===== src/rtl/rv_pkg.sv =====
// RV32I opcode map, immediate formats and the decoded-entry record shared by
// the decode stage and the opcode decoder.
package rv_pkg;

    localparam int XLEN = 32;

    localparam logic [4:0] OPC_LOAD      = 5'b00000;
    localparam logic [4:0] OPC_LOAD_FP   = 5'b00001;
    localparam logic [4:0] OPC_CUSTOM_0  = 5'b00010;
    localparam logic [4:0] OPC_MISC_MEM  = 5'b00011;
    localparam logic [4:0] OPC_OP_IMM    = 5'b00100;
    localparam logic [4:0] OPC_AUIPC     = 5'b00101;
    localparam logic [4:0] OPC_OP_IMM_32 = 5'b00110;
    localparam logic [4:0] OPC_LEN_48    = 5'b00111;
    localparam logic [4:0] OPC_STORE     = 5'b01000;
    localparam logic [4:0] OPC_STORE_FP  = 5'b01001;
    localparam logic [4:0] OPC_CUSTOM_1  = 5'b01010;
    localparam logic [4:0] OPC_AMO       = 5'b01011;
    localparam logic [4:0] OPC_OP        = 5'b01100;
    localparam logic [4:0] OPC_LUI       = 5'b01101;
    localparam logic [4:0] OPC_OP_32     = 5'b01110;
    localparam logic [4:0] OPC_LEN_64    = 5'b01111;
    localparam logic [4:0] OPC_MADD      = 5'b10000;
    localparam logic [4:0] OPC_MSUB      = 5'b10001;
    localparam logic [4:0] OPC_NMSUB     = 5'b10010;
    localparam logic [4:0] OPC_NMADD     = 5'b10011;
    localparam logic [4:0] OPC_OP_FP     = 5'b10100;
    localparam logic [4:0] OPC_RSVD_0    = 5'b10101;
    localparam logic [4:0] OPC_CUSTOM_2  = 5'b10110;
    localparam logic [4:0] OPC_LEN_48B   = 5'b10111;
    localparam logic [4:0] OPC_BRANCH    = 5'b11000;
    localparam logic [4:0] OPC_JALR      = 5'b11001;
    localparam logic [4:0] OPC_RSVD_1    = 5'b11010;
    localparam logic [4:0] OPC_JAL       = 5'b11011;
    localparam logic [4:0] OPC_SYSTEM    = 5'b11100;
    localparam logic [4:0] OPC_RSVD_2    = 5'b11101;
    localparam logic [4:0] OPC_CUSTOM_3  = 5'b11110;
    localparam logic [4:0] OPC_LEN_80    = 5'b11111;

    typedef enum logic [2:0] {
        IMM_I,
        IMM_S,
        IMM_B,
        IMM_U,
        IMM_J,
        IMM_NONE
    } imm_fmt_e;

    typedef enum logic [1:0] {
        EMPTY = 2'd0,
        ONE   = 2'd1,
        FULL  = 2'd2
    } stage_state_e;

    typedef struct packed {
        logic [4:0]  opcode;
        logic [4:0]  rd;
        logic [4:0]  rs1;
        logic [4:0]  rs2;
        logic [2:0]  funct3;
        logic [6:0]  funct7;
        logic [31:0] imm;
        logic [31:0] pc;
        logic        illegal;
    } decoded_t;

    function automatic logic is_rv32i_opcode(input logic [4:0] opc);
        case (opc)
            OPC_LOAD, OPC_MISC_MEM, OPC_OP_IMM, OPC_AUIPC, OPC_STORE,
            OPC_OP, OPC_LUI, OPC_BRANCH, OPC_JALR, OPC_JAL, OPC_SYSTEM:
                return 1'b1;
            default:
                return 1'b0;
        endcase
    endfunction

    function automatic imm_fmt_e imm_format(input logic [4:0] opc);
        case (opc)
            OPC_LOAD, OPC_MISC_MEM, OPC_OP_IMM, OPC_JALR, OPC_SYSTEM:
                return IMM_I;
            OPC_STORE:           return IMM_S;
            OPC_BRANCH:          return IMM_B;
            OPC_LUI, OPC_AUIPC:  return IMM_U;
            OPC_JAL:             return IMM_J;
            default:             return IMM_NONE;
        endcase
    endfunction

endpackage


===== src/rtl/imm_gen.sv =====
// Immediate generator: picks the format from the opcode field and assembles
// the sign-extended 32-bit immediate. The two length bits are not needed here.
module imm_gen
    import rv_pkg::*;
(
    input  logic [31:2] instr,
    output logic [31:0] imm
);

    imm_fmt_e fmt;

    assign fmt = imm_format(instr[6:2]);

    always_comb begin
        imm = '0;
        case (fmt)
            IMM_I:   imm = {{20{instr[31]}}, instr[31:20]};
            IMM_S:   imm = {{20{instr[31]}}, instr[31:25], instr[11:7]};
            IMM_B:   imm = {{19{instr[31]}}, instr[31], instr[7], instr[30:25],
                            instr[11:8], 1'b0};
            IMM_U:   imm = {instr[31:12], 12'b0};
            IMM_J:   imm = {{11{instr[31]}}, instr[31], instr[19:12], instr[20],
                            instr[30:21], 1'b0};
            default: imm = '0;
        endcase
    end

endmodule


===== src/rtl/instr_decode_stage.sv =====
// Fetch-to-decoder pipeline stage: slices RV32I words, builds the immediate,
// flags illegal encodings and buffers results in a 2-entry skid buffer.
module instr_decode_stage
    import rv_pkg::*;
#(
    parameter int XLEN = 32
) (
    input  logic            clk,
    input  logic            rst_n,
    input  logic            flush,
    input  logic            if_valid,
    output logic            if_ready,
    input  logic [31:0]     if_instr,
    input  logic [XLEN-1:0] if_pc,
    output logic            id_valid,
    input  logic            id_ready,
    output logic [4:0]      id_opcode,
    output logic [4:0]      id_rd,
    output logic [4:0]      id_rs1,
    output logic [4:0]      id_rs2,
    output logic [2:0]      id_funct3,
    output logic [6:0]      id_funct7,
    output logic [XLEN-1:0] id_imm,
    output logic [XLEN-1:0] id_pc,
    output logic            id_illegal
);

    stage_state_e state;
    stage_state_e state_next;
    decoded_t     dec;
    decoded_t     main_q;
    decoded_t     skid_q;
    logic [31:0]  dec_imm;
    logic         in_xfer;
    logic         out_xfer;

    imm_gen u_imm_gen (
        .instr (if_instr[31:2]),
        .imm   (dec_imm)
    );

    always_comb begin
        dec         = '0;
        dec.opcode  = if_instr[6:2];
        dec.rd      = if_instr[11:7];
        dec.rs1     = if_instr[19:15];
        dec.rs2     = if_instr[24:20];
        dec.funct3  = if_instr[14:12];
        dec.funct7  = if_instr[31:25];
        dec.imm     = dec_imm;
        dec.pc      = if_pc;
        dec.illegal = (if_instr[1:0] != 2'b11)
                   || !is_rv32i_opcode(if_instr[6:2])
                   || (if_instr == 32'h0000_0000)
                   || (if_instr == 32'hFFFF_FFFF);
    end

    always_ff @(posedge clk) begin
        if (!rst_n) begin
            state <= EMPTY;
        end else begin
            state <= state_next;
        end
    end

    // Flush wins over both handshakes; otherwise track the entry count.
    always_comb begin
        state_next = state;
        if (flush) begin
            state_next = EMPTY;
        end else begin
            case (state)
                EMPTY: if (in_xfer) state_next = ONE;
                ONE: begin
                    if (in_xfer && !out_xfer) begin
                        state_next = FULL;
                    end else if (!in_xfer && out_xfer) begin
                        state_next = EMPTY;
                    end
                end
                FULL:    if (out_xfer) state_next = ONE;
                default: state_next = EMPTY;
            endcase
        end
    end

    // Ready depends on state alone so id_ready never reaches if_ready.
    always_comb begin
        if_ready = (state != FULL);
        id_valid = (state != EMPTY);
    end

    assign in_xfer  = if_valid && if_ready;
    assign out_xfer = id_valid && id_ready;

    always_ff @(posedge clk) begin
        if (!rst_n) begin
            main_q <= '0;
            skid_q <= '0;
        end else if (!flush) begin
            case (state)
                EMPTY: begin
                    if (in_xfer) main_q <= dec;
                end
                ONE: begin
                    if (in_xfer && out_xfer) begin
                        main_q <= dec;
                    end else if (in_xfer) begin
                        skid_q <= dec;
                    end
                end
                FULL: begin
                    if (out_xfer) main_q <= skid_q;
                end
                default: ;
            endcase
        end
    end

    assign id_opcode  = main_q.opcode;
    assign id_rd      = main_q.rd;
    assign id_rs1     = main_q.rs1;
    assign id_rs2     = main_q.rs2;
    assign id_funct3  = main_q.funct3;
    assign id_funct7  = main_q.funct7;
    assign id_imm     = main_q.imm;
    assign id_pc      = main_q.pc;
    assign id_illegal = main_q.illegal;

endmodule


===== config.mk =====
export PLATFORM = sky130hd
export DESIGN_NAME = instr_decode_stage
export DESIGN_NICKNAME = d
export VERILOG_FILES = /design/src/rtl/rv_pkg.sv /design/src/rtl/imm_gen.sv /design/src/rtl/instr_decode_stage.sv
export SDC_FILE = /design/constraint.sdc
export NUM_CORES = 1
export LEC_CHECK = 0
export ABC_CLOCK_PERIOD_IN_PS = 8000
export CORE_ASPECT_RATIO = 0.75
export CORE_MARGIN = 4
export CORE_UTILIZATION = 56
export CTS_CLUSTER_SIZE = 25
export DETAILED_ROUTE_END_ITERATION = 8
export GPL_TIMING_DRIVEN = 0
export PLACE_DENSITY = 0.94
export SLEW_MARGIN = 20
export SYNTH_ARGS = -nofsm -noshare
export SYNTH_HDL_FRONTEND = slang
export SYNTH_HIERARCHICAL = 1
export SYNTH_SLANG_ARGS = --single-unit

===== constraint.sdc =====
create_clock -name clk -period 8 [get_ports clk]
set_input_delay 2.4 -clock clk [delete_from_list [all_inputs] [get_ports clk]]
set_output_delay 2.4 -clock clk [all_outputs]
set_load 0.05 [all_outputs]

==> impl_metrics.prom, run 1 <==
# TYPE chip_impl_metric gauge
chip_impl_metric{name="routedWlPerCell",unit="um"} 18.4
chip_impl_metric{name="post_synthesis_async_set_or_reset_flop_share",unit="%"} 0
chip_impl_metric{name="crit_path_max_incr_delay",unit="ps"} 740
chip_impl_metric{name="finalMaxSlewViolations",unit=""} 0
chip_impl_metric{name="wl_met1",unit="um"} 10700
chip_impl_info{name="hold_path_end",value="skid_q[4]"} 1
chip_impl_info{name="rr_startpoint",value="state[0]"} 1
chip_impl_metric{name="floorplan.die.height",unit="um"} 115
chip_impl_metric{name="ff2ff_path_depth",unit=""} 12
chip_impl_metric{name="postCtsHoldBufs",unit=""} 0
chip_impl_metric{name="tritoncts_num_sinks",unit=""} 192
chip_impl_info{name="ctsRootBufferMaster",value="sky130_fd_sc_hd__clkbuf_16"} 1
chip_impl_info{name="worst_path_max_delay_cell",value="sky130_fd_sc_hd__clkdlybuf4s50_1"} 1
chip_impl_metric{name="firstDrtPassIters",unit=""} 5
chip_impl_info{name="tritoncts",value="done"} 1
chip_impl_metric{name="tritoncts.num_buffers",unit=""} 17
chip_impl_metric{name="initialDrtViolationCount",unit=""} 620
chip_impl_metric{name="placement.io_buffers",unit=""} 165
chip_impl_metric{name="final_hold_viol_count",unit=""} 0
chip_impl_info{name="grt_setup_unrepaired",value="false"} 1
chip_impl_metric{name="drv_cap",unit=""} 0
chip_impl_metric{name="fmax",unit="MHz"} 200
chip_impl_metric{name="period_minus_slack",unit="ps"} 4990
chip_impl_metric{name="total_number_of_vias",unit=""} 8310
chip_impl_metric{name="worst-endpoint-required",unit="ps"} 8300
chip_impl_metric{name="grt_first_pass_wirelength",unit="um"} 40400
chip_impl_metric{name="placeableCoreArea",unit="um^2"} 14700
chip_impl_metric{name="initial_core_util",unit="%"} 58.3
chip_impl_metric{name="synthCells",unit=""} 1002
chip_impl_info{name="min-delay-path-class",value="flip-flop to flip-flop"} 1
chip_impl_metric{name="number_of_stages_on_the_worst_hold_path",unit=""} 2
chip_impl_metric{name="tightest_slew",unit="ps"} 850
chip_impl_metric{name="gr-usage-all-layers",unit="%"} 29.6
chip_impl_metric{name="antenna-diode-count",unit=""} 0
chip_impl_info{name="status",value="finished clean"} 1
chip_impl_metric{name="globalRouteOverflowTotal",unit=""} 0
chip_impl_metric{name="cts.repair.resized",unit=""} 0
chip_impl_info{name="crit_chain",value="clkdlybuf4s50_1, inv_1, ha_1, nor2b_1, o32ai_4, o31ai_2, buf_2, o211ai_1, mux2i_1, a211oi_1"} 1
chip_impl_metric{name="worst-path-max-fanout",unit=""} 10
chip_impl_metric{name="floorplan.die.width",unit="um"} 151
chip_impl_metric{name="yosysWarningCount",unit=""} 6
chip_impl_metric{name="grt_pass1_vias",unit=""} 7914
chip_impl_info{name="highest-signal-layer",value="met4"} 1
chip_impl_metric{name="clk_latency",unit="ps"} 440
chip_impl_metric{name="antenna_found_initial",unit=""} 0
chip_impl_metric{name="post-cts-setup-buffer-count",unit=""} 0
chip_impl_metric{name="routed_antenna_nets",unit=""} 0
chip_impl_metric{name="nNetsFinal",unit=""} 1261
chip_impl_metric{name="remaining_design_rule_violation_count",unit=""} 0
chip_impl_metric{name="power.leakage",unit="nW"} 4.52
chip_impl_metric{name="setup_total_negative_slack",unit="ps"} 0
chip_impl_metric{name="postSynthNetCount",unit=""} 1077
chip_impl_metric{name="pin_count",unit=""} 166
chip_impl_metric{name="post-route-period-util",unit="%"} 62.4
chip_impl_info{name="regToRegEndpoint",value="skid_q[56]"} 1
chip_impl_metric{name="post_synth_num_cell_types",unit=""} 51
chip_impl_metric{name="vias_per_cell",unit=""} 5.94
chip_impl_metric{name="area_delta_synth_final",unit="%"} 29.2
chip_impl_metric{name="detailroute.wirelength.met3",unit="um"} 2320
chip_impl_metric{name="wl_met2",unit="um"} 11900
chip_impl_info{name="highest_count_cells_in_the_layout_ignoring_fill_and_taps",value="194 x sky130_fd_sc_hd__nand2_1, 192 x sky130_fd_sc_hd__dfxtp_1, 165 x sky130_fd_sc_hd__clkdlybuf4s50_1"} 1
chip_impl_metric{name="floorplan.rows",unit=""} 38
chip_impl_info{name="final_common_cell",value="sky130_fd_sc_hd__nand2_1"} 1
chip_impl_metric{name="utilization",unit="%"} 75.4
chip_impl_metric{name="max-vdd-ir-drop",unit="uV"} 152
chip_impl_metric{name="cts-htree-levels",unit=""} 4
chip_impl_info{name="criticalPathCategory",value="input port to flip-flop"} 1
chip_impl_metric{name="power-per-cell-area",unit="nW/um^2"} 213
chip_impl_metric{name="maximum_number_of_pins_on_one_net_before_global_route_repair",unit=""} 17
chip_impl_info{name="cpLargestDelayFamily",value="buffers and inverters"} 1
chip_impl_metric{name="final-setup-viol-count",unit=""} 0
chip_impl_info{name="hp-start",value="skid_q[4]"} 1
chip_impl_metric{name="clk_transition_reported_paths",unit="ps"} 70
chip_impl_metric{name="syn_area_per_cell",unit="um^2"} 8.58
chip_impl_metric{name="syn-cell-area",unit="um^2"} 8600
chip_impl_metric{name="number_of_synthesized_flops_with_an_enable_pin",unit=""} 0
chip_impl_metric{name="seq_total_area_yosys",unit="%"} 44.7
chip_impl_metric{name="weighted_congestion_reported_at_the_end_of_routability_driven_placement",unit=""} 0.932
chip_impl_metric{name="timing.max_slew.rel_slack",unit="%"} 43.3
chip_impl_info{name="crit_path_start_kind",value="input port"} 1
chip_impl_metric{name="cp.buffers_inverters",unit=""} 3
chip_impl_info{name="worst_setup_ep_type",value="flip-flop"} 1
chip_impl_info{name="postSynth.topFlopCell",value="sky130_fd_sc_hd__dfxtp_1"} 1
chip_impl_metric{name="drive_above_1_share",unit="%"} 8.67
chip_impl_metric{name="dpl.hpwl",unit="um"} 18200
chip_impl_metric{name="ctsLongestPathBuffers",unit=""} 2
chip_impl_metric{name="synth.ff_latch_count",unit=""} 192
chip_impl_metric{name="crit_arrival",unit="ps"} 5300
chip_impl_metric{name="design.die.area",unit="um^2"} 17400
chip_impl_metric{name="drt-total-wl",unit="um"} 25800
chip_impl_metric{name="regToRegSetupSlack",unit="ps"} 4820
chip_impl_metric{name="setup_skew_after_layout",unit="ps"} 9.30
worst register-to-register path: stages, from the launching register on:
cell                       delay (ps)
sky130_fd_sc_hd__dfxtp_1          300
sky130_fd_sc_hd__buf_2            150
sky130_fd_sc_hd__nand2b_1         150
sky130_fd_sc_hd__buf_4            200
sky130_fd_sc_hd__buf_4            210
sky130_fd_sc_hd__buf_4            200
sky130_fd_sc_hd__and2_1           190
sky130_fd_sc_hd__ha_1             230
sky130_fd_sc_hd__nor4_2           630
sky130_fd_sc_hd__buf_2            370
sky130_fd_sc_hd__buf_2            260
sky130_fd_sc_hd__nand2_1           80
sky130_fd_sc_hd__a21oi_1          140
routing by layer:
metal | vias to the layer above | track usage (%)
li1 | 3890 | -
met1 | 3956 | 39.3
met2 | 407 | 46.8
met3 | 57 | 6.62
met4 | 0 | 12.7
met5 | - | 0
layout make-up:
cell class | instances | area [um^2]
multi-input combinational | 702 | 4230
sequential | 192 | 3840
fill | 1017 | 3630
timing repair buffer | 165 | 1650
buffer | 89 | 455
clock buffer | 19 | 453
tap | 200 | 250
clock inverter | 13 | 158
inverter | 19 | 71.3
worst max-delay path by stage:
stage | startpoint | endpoint | cells past startpoint | slack [ps]
global placement | if_instr[2] | id_imm[11] | 10 | 2830
finish | if_instr[2] | id_imm[26] | 10 | 3010
CTS | state[0] | if_ready | 6 | 3030
detailed placement | if_instr[2] | id_imm[3] | 10 | 2720
floorplan | if_instr[3] | id_imm[20] | 9 | 3830
global route | if_instr[2] | id_imm[20] | 10 | 2950
flip-flops by register name (all words and copies together), names as in the netlist:
signal and count:
skid_q 95, id_imm 32, id_pc 32, id_funct7 7, id_opcode 5, id_rd 5
id_rs1 5, id_rs2 5, id_funct3 3, state 2, id_illegal 1
synthesized netlist by cell type, types with 2 or more instances:
master	number	area share [%]
sky130_fd_sc_hd__nand2_1	194	8.5
sky130_fd_sc_hd__a21oi_1	101	5.9
sky130_fd_sc_hd__nand4_1	15	1.1
sky130_fd_sc_hd__nor3b_1	9	0.79
sky130_fd_sc_hd__or2_1	2	0.15
sky130_fd_sc_hd__nand3b_1	2	0.17
sky130_fd_sc_hd__o32ai_4	2	0.64
sky130_fd_sc_hd__o21ai_1	6	0.35
sky130_fd_sc_hd__nor3_1	3	0.17
sky130_fd_sc_hd__nand2b_1	3	0.22
sky130_fd_sc_hd__o211ai_1	13	1.1
sky130_fd_sc_hd__or2_2	2	0.15
sky130_fd_sc_hd__a311oi_1	10	1.0
sky130_fd_sc_hd__o21a_1	2	0.17
sky130_fd_sc_hd__nor4_1	2	0.15
sky130_fd_sc_hd__dfxtp_1	192	45
sky130_fd_sc_hd__buf_6	4	0.52
sky130_fd_sc_hd__nand3_1	2	0.12
sky130_fd_sc_hd__inv_1	19	0.83
sky130_fd_sc_hd__mux2i_1	99	12
sky130_fd_sc_hd__buf_2	46	2.7
sky130_fd_sc_hd__nor2_1	97	4.2
sky130_fd_sc_hd__clkbuf_1	30	1.3
sky130_fd_sc_hd__nor2b_1	2	0.15
sky130_fd_sc_hd__buf_4	9	0.79
sky130_fd_sc_hd__o21ai_0	8	0.47
sky130_fd_sc_hd__ha_1	6	0.87
sky130_fd_sc_hd__o22ai_1	6	0.44
sky130_fd_sc_hd__a211oi_1	94	8.2
kinds of logic (layout without fill, tap and decap cells):
family,after synthesis,count (layout),share of synthesized area (%)
compound gates,252,252,19.6
xor+xnor,1,1,0.102
fa+ha+maj,6,6,0.873
buf+inv,108,305,6.13
flops,192,192,44.7
mux,100,100,11.7
simple gates,343,343,17.0
through the flow:
step / setup slack (ps) / total power, W / std cells / hold WS [ps] / area, um^2
finish: 3010 / 0.00236 / 1399 / 454 / 11100
global route: 2950 / 0.00243 / 1399 / 467 / 11100
CTS: 3030 / 0.00236 / 1399 / 455 / 11100
detailed placement: 2720 / 0.00149 / 1367 / 446 / 10500
global placement: 2830 / 0.00148 / 1367 / 440 / 10500
floorplan: 3830 / 0.00132 / 1002 / 436 / 8600
where the power goes:
group	switching, W	leakage [nW]	total, W	internal, W
clock network	0.000379	0.303	0.000887	0.000508
registers	0.0000242	1.56	0.00102	0.000996
logic	0.000293	2.65	0.000455	0.000162
Power figures use the tool's default switching activity.
==> inputs of run 2 (changes only) <==
--- a/config.mk
+++ b/config.mk
@@ -5,14 +5,14 @@
 export SDC_FILE = /design/constraint.sdc
 export NUM_CORES = 1
 export LEC_CHECK = 0
-export ABC_CLOCK_PERIOD_IN_PS = 8000
+export ABC_CLOCK_PERIOD_IN_PS = 4210
 export CORE_ASPECT_RATIO = 0.75
 export CORE_MARGIN = 4
-export CORE_UTILIZATION = 56
+export CORE_UTILIZATION = 47
 export CTS_CLUSTER_SIZE = 25
 export DETAILED_ROUTE_END_ITERATION = 8
 export GPL_TIMING_DRIVEN = 0
-export PLACE_DENSITY = 0.94
+export PLACE_DENSITY = 0.85
 export SLEW_MARGIN = 20
 export SYNTH_ARGS = -nofsm -noshare
 export SYNTH_HDL_FRONTEND = slang
==> constraint.sdc (replaced) <==
create_clock -name clk -period 4.21 [get_ports clk]
set_input_delay 1.263 -clock clk [delete_from_list [all_inputs] [get_ports clk]]
set_output_delay 1.263 -clock clk [all_outputs]
set_load 0.05 [all_outputs]
==> impl_metrics.prom, run 2 (synthesis results as in run 1) <==
# TYPE chip_impl_metric gauge
chip_impl_info{name="grt_most_used_layer",value="met2"} 1
chip_impl_metric{name="placeableCoreArea",unit="um^2"} 17800
chip_impl_metric{name="grt_pass1_vias",unit=""} 7835
chip_impl_metric{name="timing.max_slew.rel_slack",unit="%"} 41.1
chip_impl_info{name="register_ranked_first_by_flip_flop_count",value="skid_q"} 1
chip_impl_metric{name="largest_register_ff_count",unit=""} 95
chip_impl_metric{name="cp.buffers_inverters",unit=""} 3
chip_impl_metric{name="pin_count",unit=""} 166
chip_impl_metric{name="final_hold_viol_count",unit=""} 0
chip_impl_metric{name="worst-endpoint-required",unit="ps"} 4560
chip_impl_metric{name="cts-htree-levels",unit=""} 4
chip_impl_metric{name="crit_cells",unit=""} 10
chip_impl_info{name="cpLargestDelayFamily",value="compound AO/OA/AOI/OAI gates"} 1
chip_impl_metric{name="postCtsHoldBufs",unit=""} 0
chip_impl_metric{name="worst-path-max-fanout",unit=""} 10
chip_impl_info{name="worst_setup_ep_type",value="flip-flop"} 1
chip_impl_metric{name="drt-total-wl",unit="um"} 25400
chip_impl_metric{name="floorplan.die.height",unit="um"} 125
chip_impl_info{name="status",value="finished clean"} 1
chip_impl_metric{name="design.die.area",unit="um^2"} 20500
chip_impl_metric{name="placement.cell_area",unit="um^2"} 10600
chip_impl_info{name="rr_startpoint",value="state[0]"} 1
chip_impl_metric{name="maximum_number_of_pins_on_one_net_before_global_route_repair",unit=""} 19
chip_impl_metric{name="crit_arrival",unit="ps"} 4220
chip_impl_metric{name="finalMaxSlewViolations",unit=""} 0
chip_impl_metric{name="setup_skew_after_layout",unit="ps"} 11.7
chip_impl_info{name="timing_endpoint_of_the_critical_path",value="id_imm[11]"} 1
chip_impl_info{name="grt_setup_unrepaired",value="false"} 1
chip_impl_metric{name="placement.io_buffers",unit=""} 165
chip_impl_info{name="worst_path_max_delay_cell",value="sky130_fd_sc_hd__clkdlybuf4s50_1"} 1
chip_impl_metric{name="power.leakage",unit="nW"} 4.51
chip_impl_metric{name="power-per-cell-area",unit="nW/um^2"} 401
chip_impl_info{name="tritoncts",value="done"} 1
chip_impl_metric{name="max-vdd-ir-drop",unit="uV"} 236
chip_impl_metric{name="grt_first_pass_wirelength",unit="um"} 40200
chip_impl_info{name="criticalPathCategory",value="input port to flip-flop"} 1
chip_impl_info{name="crit_chain",value="clkdlybuf4s50_1, inv_1, ha_1, and3b_1, buf_6, o21ai_1, nand4_1, o22ai_1, mux2i_1, a211oi_1"} 1
chip_impl_info{name="hp-start",value="skid_q[33]"} 1
chip_impl_metric{name="nNetsFinal",unit=""} 1261
chip_impl_info{name="crit_path_start_kind",value="input port"} 1
chip_impl_metric{name="routed_antenna_nets",unit=""} 0
chip_impl_info{name="min-delay-path-class",value="flip-flop to flip-flop"} 1
chip_impl_metric{name="pre_cts_ws",unit="ps"} 48.1
chip_impl_metric{name="area_delta_synth_final",unit="%"} 29.8
chip_impl_metric{name="clk_latency",unit="ps"} 440
chip_impl_metric{name="post-cts-setup-buffer-count",unit=""} 0
chip_impl_metric{name="drv_cap",unit=""} 0
chip_impl_metric{name="ff2ff_path_depth",unit=""} 12
chip_impl_metric{name="total_number_of_vias",unit=""} 8127
chip_impl_metric{name="final-setup-viol-count",unit=""} 0
chip_impl_metric{name="fmax",unit="MHz"} 258
chip_impl_metric{name="period_minus_slack",unit="ps"} 3870
chip_impl_metric{name="routedWlPerCell",unit="um"} 17.6
chip_impl_metric{name="fillers",unit=""} 1528
chip_impl_info{name="regToRegEndpoint",value="skid_q[78]"} 1
chip_impl_metric{name="crit_path_max_incr_delay",unit="ps"} 670
chip_impl_metric{name="weighted_congestion_reported_at_the_end_of_routability_driven_placement",unit=""} 0.959
chip_impl_metric{name="vias_per_cell",unit=""} 5.64
chip_impl_metric{name="initialDrtViolationCount",unit=""} 755
chip_impl_metric{name="gr-usage-met1",unit="%"} 32.7
chip_impl_metric{name="clk_transition_reported_paths",unit="ps"} 70
chip_impl_metric{name="antenna-diode-count",unit=""} 0
chip_impl_metric{name="floorplan.rows",unit=""} 42
chip_impl_metric{name="firstDrtPassIters",unit=""} 8
chip_impl_metric{name="floorplan.die.width",unit="um"} 164
chip_impl_info{name="cp_launch_point",value="if_instr[3]"} 1
chip_impl_metric{name="final_cell_count_no_fill",unit=""} 1441
chip_impl_metric{name="antenna_found_initial",unit=""} 1
chip_impl_metric{name="grtUsageMet2",unit="%"} 37.3
chip_impl_metric{name="cts.repair.resized",unit=""} 0
chip_impl_metric{name="dpl.hpwl",unit="um"} 18300
chip_impl_metric{name="initial_core_util",unit="%"} 48.3
chip_impl_metric{name="tritoncts_num_sinks",unit=""} 192
chip_impl_metric{name="ctsLongestPathBuffers",unit=""} 2
chip_impl_metric{name="post-place-cells",unit=""} 1409
chip_impl_info{name="highest_count_cells_in_the_layout_ignoring_fill_and_taps",value="194 x sky130_fd_sc_hd__nand2_1, 192 x sky130_fd_sc_hd__dfxtp_1, 165 x sky130_fd_sc_hd__clkdlybuf4s50_1"} 1
chip_impl_info{name="final_common_cell",value="sky130_fd_sc_hd__nand2_1"} 1
chip_impl_metric{name="regToRegSetupSlack",unit="ps"} 930
chip_impl_metric{name="setup_total_negative_slack",unit="ps"} 0
chip_impl_metric{name="final_critical_path_setup_slack",unit="ps"} 341
chip_impl_metric{name="drive_above_1_share",unit="%"} 8.67
chip_impl_metric{name="gr-usage-all-layers",unit="%"} 24.2
chip_impl_metric{name="post-route-period-util",unit="%"} 91.9
chip_impl_metric{name="tightest_slew",unit="ps"} 884
chip_impl_metric{name="met3_usage",unit="%"} 7.04
chip_impl_metric{name="remaining_design_rule_violation_count",unit=""} 0
chip_impl_metric{name="globalRouteOverflowTotal",unit=""} 0
chip_impl_metric{name="tritoncts.num_buffers",unit=""} 17
chip_impl_metric{name="finish.instance_area",unit="um^2"} 11200
chip_impl_info{name="ctsRootBufferMaster",value="sky130_fd_sc_hd__clkbuf_16"} 1
==> run 2: stage by stage <==
step,hold slack [ps],total power (W),utilization [%]
2_1_floorplan,436,0.00250,-
3_3_place_gp,440,0.00281,59.2
3_5_place_dp,446,0.00283,59.2
4_1_cts,455,0.00448,62.6
5_1_grt,472,0.00462,62.6
6_report,454,0.00447,62.6
==> run 2: worst min path at each step <==
stage | endpoint | slack [ps] | cells past startpoint
global placement | skid_q[70] | 440 | 2
floorplan | skid_q[10] | 440 | 2
global route | skid_q[69] | 470 | 2
detailed placement | skid_q[33] | 450 | 2
finish | skid_q[33] | 450 | 2
CTS | skid_q[33] | 450 | 2
==> run 2: area by class of cell <==
type	count	area (um^2)	share of cell area, %
Buffer	89	455	4.08
Clock buffer	18	439	3.94
Clock inverter	14	170	1.52
Inverter	19	71.3	0.639
Multi-Input combinational cell	702	4230	37.9
Sequential cell	192	3840	34.4
Tap cell	242	303	2.71
Timing Repair Buffer	165	1650	14.8
==> run 2: per-layer routing <==
layer	part of all wire (%)	wire (um)
met1	44	11100
met2	45	11500
met3	8.5	2150
met4	2.5	627
met5	0.075	19
==> run 2: report_power, final <==
part / internal [W] / switching, W
Sequential: 0.00189 / 0.0000454
Clock: 0.000914 / 0.000764
Combinational: 0.000307 / 0.000552
==> run 2: worst reg2reg max path, delay by kind of cell, from the launching register on <==
kind,cells,cell delay (ps)
simple gates,4,1130
buf+inv,6,1420
compound gates,1,140
fa+ha+maj,1,220
flops,1,290
==> inputs of run 3 (changes only) <==
--- a/config.mk
+++ b/config.mk
@@ -7,7 +7,7 @@
 export LEC_CHECK = 0
 export ABC_CLOCK_PERIOD_IN_PS = 4210
 export CORE_ASPECT_RATIO = 0.75
-export CORE_MARGIN = 4
+export CORE_MARGIN = 2
 export CORE_UTILIZATION = 47
 export CTS_CLUSTER_SIZE = 25
 export DETAILED_ROUTE_END_ITERATION = 8
==> impl_metrics.prom, run 3 (synthesis results as in run 1) <==
# TYPE chip_impl_metric gauge
chip_impl_metric{name="fmax",unit="MHz"} 264
chip_impl_metric{name="crit_path_max_incr_delay",unit="ps"} 830
chip_impl_metric{name="dpl.hpwl",unit="um"} 18300
chip_impl_info{name="final_common_cell",value="sky130_fd_sc_hd__nand2_1"} 1
chip_impl_metric{name="grt_first_pass_wirelength",unit="um"} 39200
chip_impl_metric{name="grtUsageMet2",unit="%"} 40.3
chip_impl_info{name="tritoncts",value="done"} 1
chip_impl_metric{name="initialDrtViolationCount",unit=""} 639
chip_impl_metric{name="setup_skew_after_layout",unit="ps"} 8.07
chip_impl_metric{name="pin_count",unit=""} 166
chip_impl_metric{name="cp.buffers_inverters",unit=""} 5
chip_impl_metric{name="max-vdd-ir-drop",unit="uV"} 268
chip_impl_metric{name="routed_antenna_nets",unit=""} 0
chip_impl_metric{name="power.leakage",unit="nW"} 4.50
chip_impl_info{name="crit_path_start_kind",value="flip-flop"} 1
chip_impl_metric{name="weighted_congestion_reported_at_the_end_of_routability_driven_placement",unit=""} 0.979
chip_impl_info{name="status",value="finished clean"} 1
chip_impl_info{name="hp-start",value="skid_q[62]"} 1
chip_impl_metric{name="power-per-cell-area",unit="nW/um^2"} 395
chip_impl_info{name="cpLargestDelayFamily",value="buffers and inverters"} 1
chip_impl_info{name="worst_path_max_delay_cell",value="sky130_fd_sc_hd__clkdlybuf4s50_1"} 1
chip_impl_metric{name="worst-path-max-fanout",unit=""} 10
chip_impl_info{name="grt_most_used_layer",value="met2"} 1
chip_impl_metric{name="largest_register_ff_count",unit=""} 95
chip_impl_metric{name="gr-usage-met1",unit="%"} 34.5
chip_impl_metric{name="tritoncts_num_sinks",unit=""} 192
chip_impl_info{name="rr_startpoint",value="state[0]"} 1
chip_impl_metric{name="final-setup-viol-count",unit=""} 0
chip_impl_info{name="highest_count_cells_in_the_layout_ignoring_fill_and_taps",value="194 x sky130_fd_sc_hd__nand2_1, 192 x sky130_fd_sc_hd__dfxtp_1, 165 x sky130_fd_sc_hd__clkdlybuf4s50_1"} 1
chip_impl_metric{name="multi_input_comb_area",unit="um^2"} 4230
chip_impl_metric{name="placeableCoreArea",unit="um^2"} 17800
chip_impl_metric{name="crit_arrival",unit="ps"} 2520
chip_impl_metric{name="tightest_slew",unit="ps"} 807
chip_impl_info{name="criticalPathCategory",value="flip-flop to output pin"} 1
chip_impl_metric{name="period_minus_slack",unit="ps"} 3780
chip_impl_metric{name="maximum_number_of_pins_on_one_net_before_global_route_repair",unit=""} 19
chip_impl_metric{name="drv_cap",unit=""} 0
chip_impl_metric{name="nNetsFinal",unit=""} 1261
chip_impl_metric{name="gr-usage-all-layers",unit="%"} 25.6
chip_impl_metric{name="cts-htree-levels",unit=""} 4
chip_impl_metric{name="timing.max_slew.rel_slack",unit="%"} 46.2
chip_impl_metric{name="fillers",unit=""} 1558
chip_impl_metric{name="met3_usage",unit="%"} 6.19
chip_impl_metric{name="drt-total-wl",unit="um"} 24900
chip_impl_metric{name="grt_pass1_vias",unit=""} 7571
chip_impl_metric{name="layout.area.seq",unit="um^2"} 3840
chip_impl_metric{name="firstDrtPassIters",unit=""} 6
chip_impl_metric{name="initial_core_util",unit="%"} 48.4
chip_impl_metric{name="antenna-diode-count",unit=""} 0
chip_impl_metric{name="drive_above_1_share",unit="%"} 8.67
chip_impl_metric{name="antenna_found_initial",unit=""} 0
chip_impl_metric{name="clk_latency",unit="ps"} 440
chip_impl_metric{name="design.die.area",unit="um^2"} 19400
chip_impl_metric{name="post-cts-setup-buffer-count",unit=""} 0
chip_impl_metric{name="final_hold_viol_count",unit=""} 0
chip_impl_metric{name="remaining_design_rule_violation_count",unit=""} 0
chip_impl_metric{name="finalMaxSlewViolations",unit=""} 0
chip_impl_info{name="crit_top_cell",value="sky130_fd_sc_hd__buf_4"} 1
chip_impl_metric{name="floorplan.rows",unit=""} 42
chip_impl_info{name="min-delay-path-class",value="flip-flop to flip-flop"} 1
chip_impl_metric{name="clk_transition_reported_paths",unit="ps"} 70
chip_impl_metric{name="floorplan.die.height",unit="um"} 121
chip_impl_info{name="cp_launch_point",value="state[0]"} 1
chip_impl_metric{name="post-route-period-util",unit="%"} 89.8
chip_impl_info{name="crit_chain",value="buf_2, nand2b_1, buf_4, buf_4, buf_4, clkdlybuf4s50_1"} 1
chip_impl_metric{name="area_delta_synth_final",unit="%"} 29.5
chip_impl_info{name="register_ranked_first_by_flip_flop_count",value="skid_q"} 1
chip_impl_metric{name="total_number_of_vias",unit=""} 7982
chip_impl_metric{name="floorplan.die.width",unit="um"} 160
chip_impl_metric{name="ctsLongestPathBuffers",unit=""} 2
chip_impl_info{name="grt_setup_unrepaired",value="false"} 1
chip_impl_metric{name="vias_per_cell",unit=""} 5.54
chip_impl_metric{name="cts.repair.resized",unit=""} 0
chip_impl_metric{name="globalRouteOverflowTotal",unit=""} 0
chip_impl_info{name="worst_setup_ep_type",value="output pin"} 1
chip_impl_metric{name="worst-endpoint-required",unit="ps"} 2950
chip_impl_metric{name="routedWlPerCell",unit="um"} 17.3
chip_impl_metric{name="placement.io_buffers",unit=""} 165
chip_impl_metric{name="postCtsHoldBufs",unit=""} 0
chip_impl_metric{name="tritoncts.num_buffers",unit=""} 17
chip_impl_info{name="ctsRootBufferMaster",value="sky130_fd_sc_hd__clkbuf_16"} 1
chip_impl_metric{name="setup_total_negative_slack",unit="ps"} 0
chip_impl_metric{name="power.total",unit="W"} 0.00440
-- run 3: cell count changes in the layout (fill, tap and decap cells not counted) --
cell,change
sky130_fd_sc_hd__inv_6,+2
sky130_fd_sc_hd__inv_8,-2
sky130_fd_sc_hd__clkinv_4,-1
sky130_fd_sc_hd__bufinv_16,-1
sky130_fd_sc_hd__clkbuf_8,-1
sky130_fd_sc_hd__clkinv_8,+1
sky130_fd_sc_hd__clkinv_2,+2
-- run 3: layout make-up --
type | instances | share of cell area (%)
Tap cell | 242 | 2.72
Clock inverter | 15 | 1.37
Sequential cell | 192 | 34.5
Clock buffer | 17 | 3.82
Inverter | 19 | 0.641
Timing Repair Buffer | 165 | 14.8
Multi-Input combinational cell | 702 | 38.0
Buffer | 89 | 4.09
-- run 3: worst register-to-register path, stage by stage (launching register included) --
cell and delay [ps]:
sky130_fd_sc_hd__dfxtp_1 300, sky130_fd_sc_hd__buf_2 150, sky130_fd_sc_hd__nand2b_1 140, sky130_fd_sc_hd__buf_4 190
sky130_fd_sc_hd__buf_4 200, sky130_fd_sc_hd__buf_4 200, sky130_fd_sc_hd__and2_1 190, sky130_fd_sc_hd__ha_1 220
sky130_fd_sc_hd__nor4_2 640, sky130_fd_sc_hd__buf_2 400, sky130_fd_sc_hd__buf_2 280, sky130_fd_sc_hd__nand2_1 80
sky130_fd_sc_hd__a21oi_1 140
-- run 3: metal layers --
metal | vias up | part of all wire (%)
li1 | 3892 | -
met1 | 3760 | 45
met2 | 290 | 45
met3 | 40 | 8.4
met4 | 0 | 2.2
met5 | - | 0
-- run 3: final timing paths --
check	cells after the start	slack [ps]	end
hold reg to reg	2	460	skid_q[62]
setup / recovery	6	430	if_ready
hold / removal	2	460	skid_q[62]
setup reg to reg	12	1000	skid_q[49]
-- run 3: stage by stage --
stage | setup WS, ps | cells | hold slack, ps | util, % | instance area, um^2
2_1_floorplan | 1180 | 1002 | 436 | - | 8600
3_3_place_gp | 162 | 1409 | 441 | 59.4 | 10600
3_5_place_dp | 76.1 | 1409 | 446 | 59.4 | 10600
4_1_cts | 426 | 1441 | 455 | 62.7 | 11100
5_1_grt | 244 | 1441 | 468 | 62.7 | 11100
6_report | 429 | 1441 | 455 | 62.7 | 11100
-- run 3: power breakdown --
| part | switching, W | internal, W | leakage (nW) |
|---|---|---|---|
| Clock | 0.000769 | 0.000835 | 0.280 |
| Sequential | 0.0000454 | 0.00189 | 1.56 |
| Combinational | 0.000549 | 0.000307 | 2.65 |
| Total | 0.00136 | 0.00303 | 4.50 |
